## config.mk

```make
export PLATFORM = sky130hd
export DESIGN_NAME = exc_irq_controller
export DESIGN_NICKNAME = d
export VERILOG_FILES = /design/src/rtl/exc_irq_controller.sv
export SDC_FILE = /design/constraint.sdc
export NUM_CORES = 1
export LEC_CHECK = 0
export CORE_ASPECT_RATIO = 0.75
export CORE_UTILIZATION = 45
export CTS_CLUSTER_DIAMETER = 200
export DETAILED_ROUTE_END_ITERATION = 10
export PLACE_DENSITY = 0.78
export SKIP_LAST_GASP = 1
export SLEW_MARGIN = 20
export SYNTH_ARGS = -nofsm -noshare
export SYNTH_HDL_FRONTEND = slang
export SYNTH_SLANG_ARGS = --single-unit
```

## constraint.sdc

```tcl
create_clock -name clk -period 1.9 [get_ports clk]
set_input_delay 0.57 -clock clk [delete_from_list [all_inputs] [get_ports clk]]
set_output_delay 0.57 -clock clk [all_outputs]
set_load 0.02 [all_outputs]
```

## src/rtl/exc_irq_controller.sv

```systemverilog
// ----------------------------------------------------------------------------
// exc_irq_controller
//
// Interrupt / exception controller for the single-cycle LEGv8 datapath.
// Latches rising edges on NSRC external interrupt lines, merges them with a
// synchronous exception request from decode, and presents one prioritised
// cause at a time to the datapath through a request/acknowledge handshake
// (Exc / ExcAck). Once a cause is accepted, further requests are held off
// until the handler executes ERET.
//
// Ports
//   clk          system clock, rising edge
//   reset        asynchronous active-low reset
//   irq          interrupt lines (synchronous to clk), rising edge requests
//   mask_we      mask register write enable
//   mask_wdata   new mask value (1 = source enabled)
//   sync_exc     synchronous exception request, single-cycle pulse
//   sync_code    EStatus code reported for sync_exc (0 or > NSRC)
//   ExcAck       datapath accepted the exception (vector taken)
//   ERet         ERET instruction executing
//   Exc          exception request to datapath (registered)
//   EStatus      cause code presented with Exc (registered)
//   pending      latched interrupt edges not yet serviced
//   mask         current mask register
//   in_service   handler active
//   double_fault sticky: sync_exc seen while a handshake/handler was active
// ----------------------------------------------------------------------------
module exc_irq_controller #(
    parameter int NSRC = 4
) (
    input  logic            clk,
    input  logic            reset,
    input  logic [NSRC-1:0] irq,
    input  logic            mask_we,
    input  logic [NSRC-1:0] mask_wdata,
    input  logic            sync_exc,
    input  logic [3:0]      sync_code,
    input  logic            ExcAck,
    input  logic            ERet,
    output logic            Exc,
    output logic [3:0]      EStatus,
    output logic [NSRC-1:0] pending,
    output logic [NSRC-1:0] mask,
    output logic            in_service,
    output logic            double_fault
);

    localparam int IDX_W = (NSRC > 1) ? $clog2(NSRC) : 1;

    typedef enum logic [1:0] {
        IDLE    = 2'd0,
        REQ     = 2'd1,
        SERVICE = 2'd2,
        RET     = 2'd3
    } state_t;

    state_t           state;
    state_t           state_nx;

    logic [NSRC-1:0]  irq_prev;
    logic [NSRC-1:0]  irq_rise;
    logic [NSRC-1:0]  req_vec;
    logic             req_any;
    logic [IDX_W-1:0] req_idx;

    logic             cause_is_irq;
    logic             cause_is_irq_nx;
    logic [IDX_W-1:0] cause_idx;
    logic [IDX_W-1:0] cause_idx_nx;
    logic [3:0]       estatus_nx;
    logic [NSRC-1:0]  pending_nx;
    logic             ack_take;

    assign irq_rise = irq & ~irq_prev;

    // Masked-off pending bits stay latched; they simply do not compete.
    assign req_vec = pending & mask;

    // Lowest set index wins: scan from the top so the last hit is the lowest.
    always_comb begin
        req_any = 1'b0;
        req_idx = '0;
        for (int i = NSRC - 1; i >= 0; i--) begin
            if (req_vec[i]) begin
                req_any = 1'b1;
                req_idx = IDX_W'(i);
            end
        end
    end

    // ------------------------------------------------------------------
    // FSM state register
    // ------------------------------------------------------------------
    always_ff @(posedge clk or negedge reset) begin
        if (!reset) begin
            state <= IDLE;
        end else begin
            state <= state_nx;
        end
    end

    // ------------------------------------------------------------------
    // FSM next-state and cause capture
    // ------------------------------------------------------------------
    always_comb begin
        state_nx        = state;
        estatus_nx      = EStatus;
        cause_is_irq_nx = cause_is_irq;
        cause_idx_nx    = cause_idx;
        ack_take        = 1'b0;
        case (state)
            IDLE: begin
                // IDLE looks at the registered pending vector, so a fresh
                // irq edge is requested one edge after it was latched.
                if (sync_exc) begin
                    state_nx        = REQ;
                    estatus_nx      = sync_code;
                    cause_is_irq_nx = 1'b0;
                end else if (req_any) begin
                    state_nx        = REQ;
                    estatus_nx      = 4'(req_idx) + 4'd1;
                    cause_is_irq_nx = 1'b1;
                    cause_idx_nx    = req_idx;
                end
            end
            REQ: begin
                // Cause is frozen here; neither mask changes nor newer
                // arrivals withdraw or replace the outstanding request.
                if (ExcAck) begin
                    state_nx = SERVICE;
                    ack_take = 1'b1;
                end
            end
            SERVICE: begin
                if (ERet) begin
                    state_nx   = RET;
                    estatus_nx = 4'd0;
                end
            end
            RET: begin
                // Dead cycle so Exc cannot rise in the cycle right after ERET.
                state_nx = IDLE;
            end
            default: begin
                state_nx = IDLE;
            end
        endcase
    end

    // Clear the serviced bit first, then OR in new edges so a re-rise on
    // the acknowledge edge is not lost.
    always_comb begin
        pending_nx = pending;
        if (ack_take && cause_is_irq) begin
            pending_nx[cause_idx] = 1'b0;
        end
        pending_nx = pending_nx | irq_rise;
    end

    // ------------------------------------------------------------------
    // Registered outputs and bookkeeping
    // ------------------------------------------------------------------
    always_ff @(posedge clk or negedge reset) begin
        if (!reset) begin
            irq_prev     <= '0;
            pending      <= '0;
            mask         <= '0;
            Exc          <= 1'b0;
            EStatus      <= 4'd0;
            in_service   <= 1'b0;
            double_fault <= 1'b0;
            cause_is_irq <= 1'b0;
            cause_idx    <= '0;
        end else begin
            irq_prev     <= irq;
            pending      <= pending_nx;
            if (mask_we) begin
                mask <= mask_wdata;
            end
            Exc          <= (state_nx == REQ);
            EStatus      <= estatus_nx;
            in_service   <= (state_nx == SERVICE);
            if (sync_exc && (state != IDLE)) begin
                double_fault <= 1'b1;
            end
            cause_is_irq <= cause_is_irq_nx;
            cause_idx    <= cause_idx_nx;
        end
    end

endmodule

```

# [Word-level counts from Yosys, hierarchy flattened]
# Index checks and enable logic that the tools add are counted.
[word_totals] register_bits=24 inputBits=18 elab_cells=61
[classes] add_sub_neg=1 order_cmp=2 eq_ne=7 n_mux=24 bitwise=7 n_reduce_logical=10
[ops] op="$mux W2" count=8
[ops] op="$mux W4" count=4
[ops] op="$and A4 B4 Y4" count=3
[ops] op="$mux W1" count=9
[ops] op="$not A4 Y4" count=2
[ops] op="$pmux W2 S4" count=1
[ops] op="$pmux W4 S2" count=1
[ops] op="$eq A2 B2 Y1 const B" count=3
[ops] op="$reduce_and A3 Y1" count=2
[ops] op="$reduce_bool A2 Y1" count=3
[ops] op="$eq A2 B1 Y1 const B" count=2
[ops] op="$or A4 B4 Y4" count=1
[ops] op="$add A2 B1 Y3 const B" count=1
[ops] op="$logic_and A1 B1 Y1" count=3
[ops] op="$lt A2 B3 Y1 const B" count=1
[ops] op="$ne A3 B3 Y1 const B" count=1
[ops] op="$demux W1 S2" count=1
[ops] op="$ge A2 B1 Y1 const B" count=1
[ops] op="$logic_not A2 Y1" count=1
[ops] op="$ne A2 B2 Y1 const B" count=1
[ops] op="$reduce_and A2 Y1" count=1
[ops] op="$not A1 Y1" count=1

# [Logic depth before layout (Yosys ltp)]
[depth] depth_word=9 depth_mapped=6

# [Least setup slack after synthesis]
# OpenSTA, ideal clock, no wires.
[synth_timing] path_type="input-to-reg" start="input port sync_exc" end="register EStatus[0]" arrival_time_ns=1.395 required_time_ns=1.761 path_slack_ns=0.365 path_stages=4 path_cell_list="buf_6 -> or2_4 -> o311ai_4 -> o41ai_1"
[synth_via] elab_chain_len=2 word_cells_on_any_way=4 classes_between="eq/ne (1); mux (2); reduce/logical (1)"
[synth_rtl] element="start, declared" line_no="36" text="input logic sync_exc,"
[synth_rtl] element="$ne A3 B3 Y1 (no line) / $mux W4 (equally long branches)"
[synth_rtl] element="$reduce_and A3 Y1 (no line) / $pmux W4 S2 (equally long branches)"
[synth_rtl] element="end signal, assigned" line_no="181" text="EStatus <= estatus_nx;"
[synth_rtl] element="end, declared" line_no="41" text="output logic [3:0] EStatus,"
# Several ways; a longest one is shown, not always the timed one.
# A chain may end at the register's enable or synchronous reset.

# [Worst setup path after layout]
[layout_timing] start="register in_service" end="output port in_service"
[layout_rtl] element="start, declared" line_no="44" text="output logic in_service,"
[layout_rtl] element="start signal, assigned" line_no="182" text="in_service <= (state_nx == SERVICE);"
# No word-level cell between the ends.

==> impl_metrics.toml <==
[detailed_routing]
remaining_drc_errors = 4
ant_nets = 0
first_iter_violations = 12
via_per_inst = 5.400
finalWirelength_um = 2145
dr.pass1.iters = 7
post_drt_wl_per_cell_um = 14.30
vias = 810

[flow_run]
maxCapViolations = 0

[place]
io_buffer_count = 32
place_area_um2 = 1408
dp_hpwl_um = 1585
finalWeightedCongestion = 0.7578

[global_route]
grt_pass1_vias = 791
grt_first_pass_wirelength_um = 3698
grt_max_degree = 25
gr-total-overflow = 0
grt_use_total_pct = 19.78
antenna_found_initial = 0

[critical_path]
critPathMaxFanout = 1
reg2reg_depth = 6
cp_cell_sequence = "clkdlybuf4s50_1"
cp_num_buf_inv = 1
crit_arrival_ns = 1.26
r2r_start = "pending[2]"
start_kind = "flip-flop"
worstPathRequired_ns = 1.33
timing.rr.end = "EStatus[1]"
critical_path_class = "reg -> out"
r2r_setup_slack_ns = 0.42
endpoint_kind = "output pin"
crit_slowest_cell = "clkdlybuf4s50_1"
max_stage_delay_ns = 0.59
cp-startpoint = "in_service"
path_delay_family = "buffers and inverters"

[clock_network]
htree_num_levels = 1
cts_root_buffer = "clkbuf_4"
cts_tree = "built"
clkLatencyLatePin_ns = 0.31
cts_made_buffers = 3
max-clock-path-buffers = 2
postCtsHoldBufs = 0
postCtsSetupBuffers = 0
cts.clk_slew.worst_paths_ns = 0.13
cts.sinks = 24

[power]
switching_power_uw = 688.0
switching_share_pct = 37.95
power.density_nw_per_um2 = 1257
intPower_uw = 1125
p_leak_uw = 0.0006524
ir_drop_v = 0.0007511
seq_power_share_pct = 45.0
p_clk_share_pct = 14.5
power_frac_comb_pct = 40.5

[hold_path]
min_delay_worst_endpoint = "pending[1]"
holdCritPathClass = "reg -> reg"
hold-path-cell-count = 1
min_from = "irq_prev[1]"

[floorplan]
rows = 14
design.core.area_um2 = 2102
die-area_um2 = 2535
dieWidth_um = 57.81
start_util_pct = 50.00
dieHeight_um = 43.86
pin_count = 33

[synth]
yosys.area.top_type = "dfrtp_1"
synth_cell_types = 31
yosys_warnings = 0
synth_top_area_share_pct = 57.14
syn_inst = 89
syn_area_um2 = 1051
ys_top_cells_by_area = "dfrtp_1 (57%), mux2_2 (4.3%), o31ai_1 (4.3%)"
syn_nets = 108
yosysSeqAreaShare_pct = 57.14
avgSynthCellArea_um2 = 11.81
synth_seq_cells = 24

[timing]
rsz0062_at_grt = "no"
setup_viol = 0
finalCriticalPeriod_ns = 1.834
tightest_slew_ns = 0.4218
tns_ns = 0
fin_worst_skew_ns = 0.007092
slew_viol_final = 0
fmax_mhz = 545.2
post-route-period-util_pct = 96.54
timing_hold_violations_final = 0
relSlewSlack_pct = 71.81

[layout]
areaGrowthSynthToFinish_pct = 37.26
nets = 146
final_area_um2 = 1443
layout-drive-gt1-share_pct = 12.70
antenna_cells = 0

[outcome]
status = "finished, violations left"
violations = "design-rule violations"
state kept, by name, summed over array words and instances, names as in the netlist, 2 cells and up:
name and flops:
state 2, cause_idx 2, pending 4, irq_prev 4, mask 4, EStatus 4
layout make-up:
class	count	area, um^2
tap	24	30.03
inverter	6	22.52
multi-input combinational	57	411.6
fill	174	659.4
clock buffer	4	36.28
timing repair buffer	35	341.6
sequential	24	600.6
power groups by stage:
stage	logic (uW)	registers (uW)	clock network, uW
global placement	750	819	0
CTS	742	815	271
detailed placement	768	827	0
finish	735	815	263
floorplan	375	888	0
global route	806	841	300
cells in the mapped netlist:
master and number:
buf_2 1, nand3_1 1, o41ai_1 1, and2b_1 1, o31ai_1 6, nand4_1 1
nor2b_1 2, a32oi_1 1, a21oi_1 6, a22o_1 1, a211oi_1 1, nand2_1 8
mux2i_1 2, o31a_1 1, a22oi_1 1, or2b_1 1, a22o_4 1, inv_1 5
inv_2 1, mux2_2 4, dfrtp_1 24, or2_4 1, mux2_1 1, o21ai_0 3
o21ai_1 5, nand2b_1 3, buf_6 1, nor3_2 1, o311ai_4 1, nor2_1 2
ha_1 1
stage by stage:
| step | utilization (%) | total power, uW | hold WS (ns) | instances | worst slack, ns |
|---|---|---|---|---|---|
| 2_1_floorplan | - | 1263 | 0.2744 | 89 | 0.3655 |
| 3_3_place_gp | 66.96 | 1569 | 0.3963 | 146 | -0.002205 |
| 3_5_place_dp | 66.96 | 1594 | 0.4036 | 146 | -0.01669 |
| 4_1_cts | 68.15 | 1828 | 0.4209 | 150 | 0.03045 |
| 5_1_grt | 68.63 | 1946 | 0.4500 | 150 | 0.01532 |
| 6_report | 68.63 | 1813 | 0.4184 | 150 | 0.06574 |
placed cells by master, fill, tap and decap left out, types with 2 or more instances in the layout:
master,netlist,final
nand2_1,8,8
a21oi_1,6,6
inv_1,5,5
nand2b_1,3,3
o21ai_0,3,3
nor2_1,2,2
dlymetal6s2s_1,0,4
clkbuf_4,0,3
buf_4,0,3
mux2i_1,2,2
clkdlybuf4s50_1,0,19
dlygate4sd2_1,0,9
o21ai_1,5,5
mux2_2,4,4
nor2b_1,2,2
dfrtp_1,24,24
o31ai_1,6,6
worst max-delay path by stage:
stage                  to  slack [ns]  depth (start not counted)
2_1_floorplan  EStatus[0]        0.37                          4
3_3_place_gp   EStatus[0]      -0.002                          4
3_5_place_dp   EStatus[0]       -0.02                          4
4_1_cts        EStatus[2]        0.03                          1
5_1_grt        in_service        0.02                          1
6_report       in_service        0.07                          1
logic make-up (layout without fill, tap and decap cells):
family | count (synthesis) | in the layout | synth area share (%)
muxes | 7 | 7 | 7.262
DFF | 24 | 24 | 57.14
AOI/OAI and AO/OA | 28 | 28 | 19.88
adders and majority gates | 1 | 1 | 1.190
and+or+nand+nor | 21 | 21 | 10.83
buffers and inverters | 8 | 45 | 3.690
repair_timing:
| action | in CTS | in global routing |
|---|---|---|
| cloned | 0 | 0 |
| endpoints found under the setup margin | 9 | 4 |
| gates resized for setup | 9 | 4 |
routing by layer:
layer | up-vias | share of wire, % | global-route usage [%]
met1 | 372 | 48 | 27.49
met5 | - | 0 | 0
met4 | 0 | 1.4 | 4.286
met3 | 5 | 7.0 | 7.164
met2 | 33 | 44 | 30.11
li1 | 400 | - | -
No activity file was read; power rests on OpenSTA's default activity.
==> RTL edit 1 (same flow settings) <==
Encoding of `state_t`: now one-hot (4 bits for 4 states).
--- a/src/rtl/exc_irq_controller.sv
+++ b/src/rtl/exc_irq_controller.sv
@@ -49,7 +49,7 @@
 
-    typedef enum logic [1:0] {
-        IDLE    = 2'd0,
-        REQ     = 2'd1,
-        SERVICE = 2'd2,
-        RET     = 2'd3
+    typedef enum logic [3:0] {
+        IDLE    = 4'b0001,
+        REQ     = 4'b0010,
+        SERVICE = 4'b0100,
+        RET     = 4'b1000
     } state_t;
Check against the original RTL: no difference found for any inputs over 10 cycles, from zero or initial values and one cycle with reset low; not proved beyond that.
==> RTL edit 1 against the original RTL <==
  * Global-route usage decreased by 0.78 points
  * Sequential cell count increased by 2
  * Cell area increased by 9.8%
  * Worst setup slack improved by 0.0011 ns
  * Synthesized area increased by 9.3%
  * Wire length increased by 8.9%
  * Maximum frequency about the same
  * Combinational power increased by 8.8%
  * Power increased by 2.8%
  * Critical path type unchanged
  * Largest power group unchanged
==> RTL edit 1: results (changes against the original RTL) <==
* Post-Synthesis Cells at 96 (was 89)
* PostCTS Resize Cnt at 8 (was 9)
* Clk tree area frac at 1.66% (was 2.52%)
* Clock Skew at 0.00347 ns (was 0.00709 ns)
* Fillers at 192 (was 174)
* Register area at 652 um2 (was 601 um2)
* Max-slew headroom at 77.9% (was 71.8%)
* Max layer used: met3 (was met4)
* Vias in the first global route at 837 (was 791)
* Max VDD drop at 0.650 mV (was 0.751 mV)
* Routed wire per std cell at 13.6 um (was 14.3 um)
* Clock power frac at 12.5% (was 14.5%)
* Drt via density at 5.20 (was 5.40)
* Largest net degree at the start of global routing at 27 (was 25)
* Routed length on met3 at 143 um (was 151 um)
* Pre-CTS WS at -0.0853 ns (was -0.0167 ns)
* Logic pwr share at 42.9% (was 40.5%)
* Largest cells by area after synthesis: dfrtp_1 (54%), o21ai_0 (4.4%), mux2_2 (3.9%) (was dfrtp_1 (57%), mux2_2 (4.3%), o31ai_1 (4.3%))
* Core area at 2350 um2 (was 2100 um2)
* DP Cell Count at 168 (was 146)
* Multi-input logic area at 443 um2 (was 412 um2)
* Residual DRC at 0 (was 4)
* Int Power at 1.19 mW (was 1.12 mW)
* Grt met1 use at 25.3% (was 27.5%)
* Leak pwr at 0.723 nW (was 0.652 nW)
* Area growth from synthesis to layout at 37.9% (was 37.3%)
* Global routing met3 resource utilization at 5.40% (was 7.16%)
* DPL Wire Length at 1800 um (was 1580 um)
* Share of cells above drive strength 1 at 18.8% (was 12.7%)
* Vias at 895 (was 810)
* Net Count, Synth at 115 (was 108)
* Status: complete, no violations (was finished, violations left)
* Comb_multi_in at 58 (was 57)
* First-pass GRT wire length at 3800 um (was 3700 um)
* Power Density at 1180 nW/um2 (was 1260 nW/um2)
* Nets at 158 (was 146)
* Non-clk buf share at 24.2% (was 23.7%)
* Invs w/o clock at 10 (was 6)
* Initial DRT Pass Iterations at 4 (was 7)
* Synth cell types at 34 (was 31)
* GP Congestion at 0.794 (was 0.758)
* Num sequential at 26 (was 24)
* Aggregate global-route resource usage at 19.0% (was 19.8%)
* Met1 WL at 1060 um (was 1030 um)
* Main flop type after synthesis: dfrtp_1 (unchanged)
* Sequential cell area fraction in the yosys report at 56.8% (was 57.1%)
* Non-clock buffer total of the final layout at 40 (was 35)
* Met2 wire len at 1130 um (was 937 um)
* Post-CTS setup buffer count at 0 (unchanged)
* Area post-placement at 1560 um2 (was 1410 um2)
[RTL edit 1: kinds of logic (layout without fill, tap and decap cells)]
family	Yosys count	count (layout)	share of synthesized area [%]
multiplexers	7	7	6.97
buffers and inverters	12	54	4.68
flip-flops	26	26	56.8
adder cells (fa/ha/maj)	1	1	1.09
AND/OR/NAND/NOR	22	22	13.0
AO/OA/AOI/OAI	28	28	17.5
[RTL edit 1: path summary, 6_finish.rpt]
path	startpoint	to	slack, ns	cells past startpoint
max	Exc$_DFF_PN0_	Exc	0.07	1
min	irq_prev[1]$_DFF_PN0_	pending[1]$_DFF_PN0_	0.42	1
max reg2reg	state[0]$_DFF_PN1_	cause_idx[0]$_DFFE_PN0P_	0.08	4
min reg2reg	irq_prev[1]$_DFF_PN0_	pending[1]$_DFF_PN0_	0.42	1
max in group asynchronous	reset	state[0]$_DFF_PN1_	1.01	2
min in group asynchronous	reset	Exc$_DFF_PN0_	0.61	2
==> RTL edit 2 (same settings) <==
Without the edit above. The parameter `NSRC` goes from 4 to 8.
--- a/src/rtl/exc_irq_controller.sv
+++ b/src/rtl/exc_irq_controller.sv
@@ -28,3 +28,3 @@
 module exc_irq_controller #(
-    parameter int NSRC = 4
+    parameter int NSRC = 8
 ) (
Interface: changed (resized irq, mask, mask_wdata and pending); port bits go from 33 to 49. No check against the original RTL was run, so the function may have changed too.
==> RTL edit 2 against the original RTL <==
  * Highest routed layer unchanged
  * Count of clock-buffer cells in the layout rose by 2
  * Register-to-register slack got worse by 0.39 ns
  * Synthesized area increased by 52%
  * Via count rose by 78%
  * Die area grew 49%
  * Worst setup slack got worse by 0.036 ns
  * Cell area grew 63%
  * Final cell count grew 69%
  * Worst hold slack got worse by 0.00077 ns
  * Combinational power increased by 28%
  * Wire length increased by 94%
  * Power up 50%
  * The flow still finishes with violations (DRC)
  * Sequential cell count grew 13
==> RTL edit 2: results (changes against the original RTL) <==
* Status: finished, violations left (unchanged)
* Failing checks: DRC (unchanged)
* CTS buffer count at 5 (was 3)
* Critical-path maximum fanout at 3 (was 1)
* DPL Wire Length at 2900 um (was 1580 um)
* Max layer used: met4 (unchanged)
* Synth warn at 0 (unchanged)
* Residual DRC at 6 (was 4)
* GP Congestion at 0.913 (was 0.758)
* IO buf count at 48 (was 32)
* Setup-failing EPs final at 0 (unchanged)
* Biggest regs: irq_prev x8, mask x8, pending x8
* Worst skew pair latency at 0.30 ns
* Routed wire per std cell at 16.4 um (was 14.3 um)
* Slowest stage delay, CP at 0.51 ns (was 0.59 ns)
* Flop2flop setup slack at 0.03 ns (was 0.42 ns)
* Clock slew seen by the registers of the worst setup and hold paths at 0.07 ns (was 0.13 ns)
* Share of cells above drive strength 1 at 16.8% (was 12.7%)
* Largest net degree at the start of global routing at 38 (was 25)
* Number of DRC markers in iteration 0 at 86 (was 12)
* Vias at 1444 (was 810)
* Net Count, Synth at 172 (was 108)
* # diodes at 0 (unchanged)
* Clock Skew at 0.00862 ns (was 0.00709 ns)
* Area post-placement at 2220 um2 (was 1410 um2)
* CTS H-tree depth at 2 (was 1)
* Aggregate global-route resource usage at 23.1% (was 19.8%)
* Max-slew headroom at 69.6% (was 71.8%)
* Largest cells by area after synthesis: dfrtp_1 (58%), o21ai_0 (5.7%), mux2_2 (5.7%) (was dfrtp_1 (57%), mux2_2 (4.3%), o31ai_1 (4.3%))
* Met1 WL at 1730 um (was 1030 um)
* Sequential cell area fraction in the yosys report at 58.1% (was 57.1%)
* Met2 wire len at 2060 um (was 937 um)
* Fillers at 271 (was 174)
* Synth cell types at 32 (was 31)
* Clock Path Buffers at 2 (unchanged)
* Count leader, synth: dfrtp_1 (unchanged)
* Post-synth ARST share at 100% (unchanged)
* Max VDD drop at 0.708 mV (was 0.751 mV)
* Initial DRT Pass Iterations at 7 (unchanged)
* Routed length on met3 at 326 um (was 151 um)
* CP max stage cell: or4_4 (was clkdlybuf4s50_1)
* Leak pwr at 1.05 nW (was 0.652 nW)
* CP arrival at 2.05 ns (was 1.26 ns)
* Initial antenna violation count at 0 (unchanged)
* First-pass GRT wire length at 6320 um (was 3700 um)
* Root buffer cell: clkbuf_8 (was clkbuf_4)
* Post-synth top cells: dfrtp_1 (37), o21ai_0 (18), nand2_1 (13), inv_1 (11), a21oi_1 (9) (was dfrtp_1 (24), nand2_1 (8), a21oi_1 (6), o31ai_1 (6))
* Nets at 239 (was 146)
* Worst hold path type: flip-flop to flip-flop (unchanged)
==> RTL edit 2: cell count changes after synthesis, sizes merged, moves of 4 or more <==
| cell | change |
|---|---|
| dfrtp | +13 |
| o21ai | +10 |
| inv | +5 |
| mux2 | +5 |
| nand2 | +5 |
| nand3 | +4 |
| nor2 | +4 |
| o31ai | -4 |
==> RTL edit 2: per-layer routing <==
metal  track usage (%)  vias to the layer above
met5                 0                        -
met4              8.33                        0
met3              9.55                        8
met2              39.3                       71
met1              27.0                      714
li1                  -                      651
==> RTL edit 2: power breakdown <==
group	total, mW	switching (mW)	internal [mW]
clock	0.671	0.282	0.389
combinational	0.944	0.484	0.460
sequential	1.11	0.151	0.959
total	2.73	0.917	1.81
==> RTL edit 2: area by class of cell <==
type,count,area [um2],share of cell area (%)
flip-flops and latches,37,927,39.4
repair buffers,63,607,25.8
clock inverters,2,35.0,1.49
well taps,40,50.0,2.13
inverters,11,41.3,1.76
clock buffers,6,72.6,3.09
multi-input cells,95,618,26.3
==> RTL edit 2: cell families after synthesis <==
family,Yosys count,synth area share [%]
buffers and inverters,14,3.30
multiplexers,12,8.79
flip-flops,37,58.1
AND/OR/NAND/NOR,36,11.3
AO/OA/AOI/OAI,47,18.5
==> RTL edit 2: worst max-delay path, delay by kind of cell (launching register included) <==
kind	cells	cell delay (ns)
and+or+nand+nor	2	0.69
DFF	1	0.40
AOI/OAI and AO/OA	1	0.37
muxes	1	0.30
==> RTL edit 2: timing repair <==
action	in CTS	in global routing
gates resized for setup	13	7
hold endpoints to repair	0	0
pin swaps	2	2
buffers inserted	1	1
hold buffers	0	0
endpoints found under the setup margin	20	13
==> RTL edit 2: path summary, 6_finish.rpt <==
path,start,cells past startpoint,end
hold reg to reg,irq_prev[3]$_DFF_PN0_,1,pending[3]$_DFF_PN0_
setup reg to reg,pending[1]$_DFF_PN0_,4,cause_idx[0]$_DFFE_PN0P_
setup / recovery,pending[1]$_DFF_PN0_,4,cause_idx[0]$_DFFE_PN0P_
hold / removal,irq_prev[3]$_DFF_PN0_,1,pending[3]$_DFF_PN0_
min in group asynchronous,reset,2,double_fault$_DFFE_PN0P_
max in group asynchronous,reset,2,pending[1]$_DFF_PN0_
==> RTL edit 2: through the flow <==
stage	cells	util [%]	worst slack, ns	hold slack, ns	TNS (ns)
detailed placement	244	66.7	-0.492	0.410	-4.70
CTS	253	69.8	0.00176	0.421	0
global placement	244	66.7	-0.442	0.402	-3.72
floorplan	146	-	-0.00311	0.274	-0.00621
global route	254	70.5	-0.00120	0.433	-0.00120
finish	254	70.5	0.0301	0.418	0
